**src/rtl/serializer_tx.sv**
```systemverilog
// serializer_tx: shifts a parallel word out LSB-first as data/strobe pairs, gated per word by the remote ready line.
module serializer_tx #(
    parameter int DATA_WIDTH    = 8,
    parameter int SETUP_CYCLES  = 10,
    parameter int STROBE_CYCLES = 10
) (
    input  logic                  clock,
    input  logic                  reset,
    input  logic [DATA_WIDTH-1:0] word_in,
    input  logic                  load_in,
    output logic                  ready_out,
    input  logic                  status_in,
    output logic                  data_out,
    output logic                  write_out,
    output logic                  done_out
);
    localparam int MAX_CYCLES = SETUP_CYCLES > STROBE_CYCLES ? SETUP_CYCLES : STROBE_CYCLES;
    localparam int CW = MAX_CYCLES > 1 ? $clog2(MAX_CYCLES) : 1;
    localparam int IW = $clog2(DATA_WIDTH);

    typedef enum logic [2:0] {IDLE, WAIT_READY, SETUP, STROBE, DONE} state_t;

    state_t                state, state_nx;
    logic [DATA_WIDTH-1:0] shift_q, shift_nx;
    logic [IW-1:0]         bit_idx, bit_idx_nx;
    logic [CW-1:0]         cnt, cnt_nx;
    logic                  data_nx, write_nx, done_nx;

    assign ready_out = (state == IDLE);

    always_ff @(posedge clock or negedge reset) begin
        if (!reset) begin
            state     <= IDLE;
            shift_q   <= '0;
            bit_idx   <= '0;
            cnt       <= '0;
            data_out  <= 1'b0;
            write_out <= 1'b0;
            done_out  <= 1'b0;
        end else begin
            state     <= state_nx;
            shift_q   <= shift_nx;
            bit_idx   <= bit_idx_nx;
            cnt       <= cnt_nx;
            data_out  <= data_nx;
            write_out <= write_nx;
            done_out  <= done_nx;
        end
    end

    // Outputs are computed one edge ahead so data changes only together with the strobe falling edge.
    always_comb begin
        state_nx   = state;
        shift_nx   = shift_q;
        bit_idx_nx = bit_idx;
        cnt_nx     = cnt;
        data_nx    = data_out;
        write_nx   = write_out;
        done_nx    = 1'b0;
        case (state)
            IDLE: begin
                data_nx  = 1'b0;
                write_nx = 1'b0;
                if (load_in) begin
                    shift_nx   = word_in;
                    bit_idx_nx = '0;
                    state_nx   = WAIT_READY;
                end
            end
            WAIT_READY: begin
                if (status_in) begin
                    state_nx = SETUP;
                    cnt_nx   = CW'(SETUP_CYCLES - 1);
                    data_nx  = shift_q[0];
                end
            end
            SETUP: begin
                if (cnt == '0) begin
                    state_nx = STROBE;
                    cnt_nx   = CW'(STROBE_CYCLES - 1);
                    write_nx = 1'b1;
                end else begin
                    cnt_nx = cnt - 1'b1;
                end
            end
            STROBE: begin
                if (cnt == '0) begin
                    write_nx = 1'b0;
                    if (bit_idx == IW'(DATA_WIDTH - 1)) begin
                        state_nx = DONE;
                        done_nx  = 1'b1;
                        data_nx  = 1'b0;
                    end else begin
                        state_nx   = SETUP;
                        shift_nx   = shift_q >> 1;
                        bit_idx_nx = bit_idx + 1'b1;
                        cnt_nx     = CW'(SETUP_CYCLES - 1);
                        data_nx    = shift_q[1];
                    end
                end else begin
                    cnt_nx = cnt - 1'b1;
                end
            end
            DONE: begin
                state_nx = IDLE;
                data_nx  = 1'b0;
                write_nx = 1'b0;
            end
            default: state_nx = IDLE;
        endcase
    end
endmodule
```
**config.mk**
```make
export PLATFORM = sky130hd
export DESIGN_NAME = serializer_tx
export DESIGN_NICKNAME = d
export VERILOG_FILES = /design/src/rtl/serializer_tx.sv
export SDC_FILE = /design/constraint.sdc
export NUM_CORES = 1
export LEC_CHECK = 0
export BUFFER_PORTS_ARGS = -buffer_cell sky130_fd_sc_hd__buf_2
export CAP_MARGIN = 40
export CORE_MARGIN = 5
export CORE_UTILIZATION = 54
export CTS_CLUSTER_DIAMETER = 50
export DETAILED_ROUTE_END_ITERATION = 10
export GPL_TIMING_DRIVEN = 0
export PLACE_DENSITY = 0.85
export SYNTH_ARGS = -nofsm -noshare
export SYNTH_HDL_FRONTEND = slang
export SYNTH_SLANG_ARGS = --single-unit
```
**constraint.sdc**
```tcl
create_clock -name clock -period 2.43 [get_ports clock]
set_input_delay 0.243 -clock clock [delete_from_list [all_inputs] [get_ports clock]]
set_output_delay 0.243 -clock clock [all_outputs]
set_load 0.01 [all_outputs]
```
==> results.toml <==
[route]
finalWirelength_microns = 2024
wl_per_cell_microns = 13.77
routed-via-count = 824
drt_first_iter_violations = 21
ant_nets = 0
first_pass_iters = 4
viasPerCell = 5.605
drc_errors = 0

[layout]
drive_gt1_share_pct = 21.67
fin_nets = 136
n_fill_cell = 168
synthToLayoutAreaGrowth_pct = 13.55
n_antenna_cell = 0
stdcell_area_sq_mm = 0.001216

[clock_network]
clock-root-buffer = "clkbuf_4"
cts_made_buffers = 3
worstSkewPairLatency_ns = 0.31
clkTransAtPathRegs_ns = 0.11
post_cts_resized = 0
htreeDepth = 1
cts.sinks = 21
cts_tree = "built"
cts_buffer_depth = 2

[logic_synthesis]
yosys.area.top_type = "dfrtp_1"
ys_warn_count = 0
avgSynthCellArea_sq_um = 10.71
ys_seq_area_share_pct = 49.07
netlist_area_sq_mm = 0.001071
synthFlopType = "dfrtp_1"
synth_top_area_share_pct = 49.07
postSynth.asyncResetShare_pct = 100.0
synth_nets = 115
synth.area.top_cells = "dfrtp_1, mux2i_1, nand2_1, o21ai_0, ha_1"
syn_inst = 100
synth_edf_count = 0
yosysUniqueCellTypes = 34
synth_seq_cells = 21

[timing]
hold_viol = 0
grt_setup_unrepaired = "false"
skew_ns = 0.001950
tightest_slew_ns = 0.5195
fin_crit_sh_pct = 77.08
postLayoutSetupSlackWorst_ns = 0.5568
period_needed_ns = 1.873
setup_tns_ns = 0
slew_viol_final = 0
relSlewSlack_pct = 65.10
fmax_ghz = 0.5339
setup_violations = 0

[power_and_ir_drop]
p_per_area_mw_per_mm2 = 1042
combPwrFrac_pct = 41.4
switching_share_pct = 35.80
ir_drop_uv = 559.3
power_leakage_nw = 0.6091
intPower_w = 0.0008136
clock_power_share_pct = 13.2
seqPwrFrac_pct = 45.4
p_sw_w = 0.0004537

[floorplan]
rows = 16
die_height_microns = 54.54
fp.coreArea_sq_mm = 0.001922
start_util_pct = 55.73
fp.dieW_microns = 54.54
die-area_sq_mm = 0.002974
pin_count = 16

[setup_path]
ff2ff_path_depth = 7
cp_max_fo = 10
rr_startpoint = "cnt[0]"
arrival_ns = 2.06
r2r_slack_ns = 0.56
cp-start-kind = "flip-flop"
timing.rr.end = "shift_q[5]"
cp.required_ns = 2.62
criticalPathCategory = "reg2reg"
critPathCaptureType = "flip-flop"

[placed_design]
place_area_sq_mm = 0.001180
gp_congestion = 0.7859
dpl.hpwl_microns = 1512
port_buffers = 15
place_ws_ns = 0.5653

[grt]
grt_use_total_pct = 17.73
grt_pass1_wl_microns = 3705
grt_antenna_before_repair = 0
grt-ovfl-total = 0
grt_max_degree = 22
grt_pass1_vias = 847

[run]
maxCapViolations = 0

[hold_path]
min_path_type = "in2reg"
hold_end = "shift_q[7]"
hold_depth = 2
hold_path.startpoint = "word_in[7]"

[status]
status = "completed"
## critical path, stage by stage (launching register included)
cell and delay [ns]:
dfrtp_1 0.43, inv_1 0.07, ha_1 0.23, nor3b_2 0.45
a32oi_4 0.26, buf_6 0.19, nand2_1 0.05, o21ai_0 0.07
## layout by cell type (no fill, tap or decap)
cell and count:
a41o_1 1, a21boi_0 1, nor2b_1 3, o31ai_1 1, o32ai_1 1, o21bai_1 1, a22o_1 2, nor3b_2 1
nor2_1 4, o21ai_0 8, nand2_1 11, a32o_1 2, a221oi_1 1, o22a_1 1, and3b_1 1, and3_1 2
o22ai_1 2, or3b_2 1, a21o_1 1, nor3_1 2, inv_1 6, clkbuf_1 2, a32oi_4 1, clkbuf_4 3
dlygate4sd3_1 1, buf_2 16, nand3_1 1, a21oi_1 3, buf_6 2, a32oi_1 1, dfrtp_1 21, mux2i_1 7
ha_1 3, nand2b_1 1, o21ai_1 3, mux2_2 2
## power groups by stage
| stage | logic, W | registers (W) | clock network [W] |
|---|---|---|---|
| 2_1_floorplan | 0.000417 | 0.000564 | 0 |
| 3_3_place_gp | 0.000499 | 0.000573 | 0 |
| 3_5_place_dp | 0.000526 | 0.000584 | 0 |
| 4_1_cts | 0.000532 | 0.000575 | 0.000175 |
| 5_1_grt | 0.000594 | 0.000599 | 0.000191 |
| 6_report | 0.000524 | 0.000576 | 0.000168 |
## logic make-up (layout without fill, tap and decap cells)
kind of cell	after synthesis	after routing	synth area share, %
AOI/OAI and AO/OA	30	30	20.80
adders and majority gates	3	3	3.505
buffers and inverters	10	30	5.022
DFF	21	21	49.07
muxes	9	9	8.645
and+or+nand+nor	27	27	12.97
## through the flow
| step | total power [W] | instances | utilization [%] | hold WS (ns) |
|---|---|---|---|---|
| 2_1_floorplan | 0.0009809 | 100 | - | -0.05259 |
| 3_3_place_gp | 0.001072 | 142 | 61.39 | 0.2168 |
| 3_5_place_dp | 0.001110 | 142 | 61.39 | 0.2228 |
| 4_1_cts | 0.001282 | 147 | 63.28 | 0.1747 |
| 5_1_grt | 0.001384 | 147 | 63.28 | 0.1682 |
| 6_report | 0.001267 | 147 | 63.28 | 0.1831 |
## cell type report
cell class              count  area [sq um]  area share, %
flip-flops and latches     21         525.5          43.21
multi-input cells          69         491.7          40.43
repair buffers             16         85.08          6.996
well taps                  27         33.78          2.778
plain buffers               4         31.28          2.572
clock buffers               4         26.28          2.160
inverters                   6         22.52          1.852
## what timing repair did
item                      CTS  global route
hold buffers                1             0
setup buffers               0             0
hold endpoints to repair   21             0
## state kept, by name, indices dropped and copies added, names as in the netlist
name	cells
bit_idx	3
cnt	4
data_out	1
done_out	1
shift_q	8
state	3
write_out	1
## synthesized netlist by cell type, drive strengths merged, types with 2 or more instances
cell	instances
o21ai	11
dfrtp	21
nor2b	3
a22o	2
and3	2
nor3	2
a32oi	2
a21oi	3
inv	6
a32o	2
ha	3
buf	3
mux2	2
mux2i	7
nor2	4
o22ai	2
nand2	11
## how the worst max path moves through the flow
stage | depth (start not counted) | from | end | slack (ns)
after floorplan | 5 | cnt[0] | data_out | 0.69
after global placement | 5 | cnt[0] | data_out | 0.61
after global routing | 7 | cnt[0] | shift_q[5] | 0.40
after detailed placement | 7 | cnt[0] | shift_q[5] | 0.57
final | 7 | cnt[0] | shift_q[5] | 0.56
after CTS | 7 | cnt[0] | shift_q[5] | 0.55
## metal layers
metal,global-route usage [%],part of all wire (%),wire length (microns)
met3,3.270,4.2,85
met2,29.08,48,968
met5,0,0,0
met1,22.30,46,934
met4,8.714,1.8,36
No activity file was read; power rests on OpenSTA's default activity.
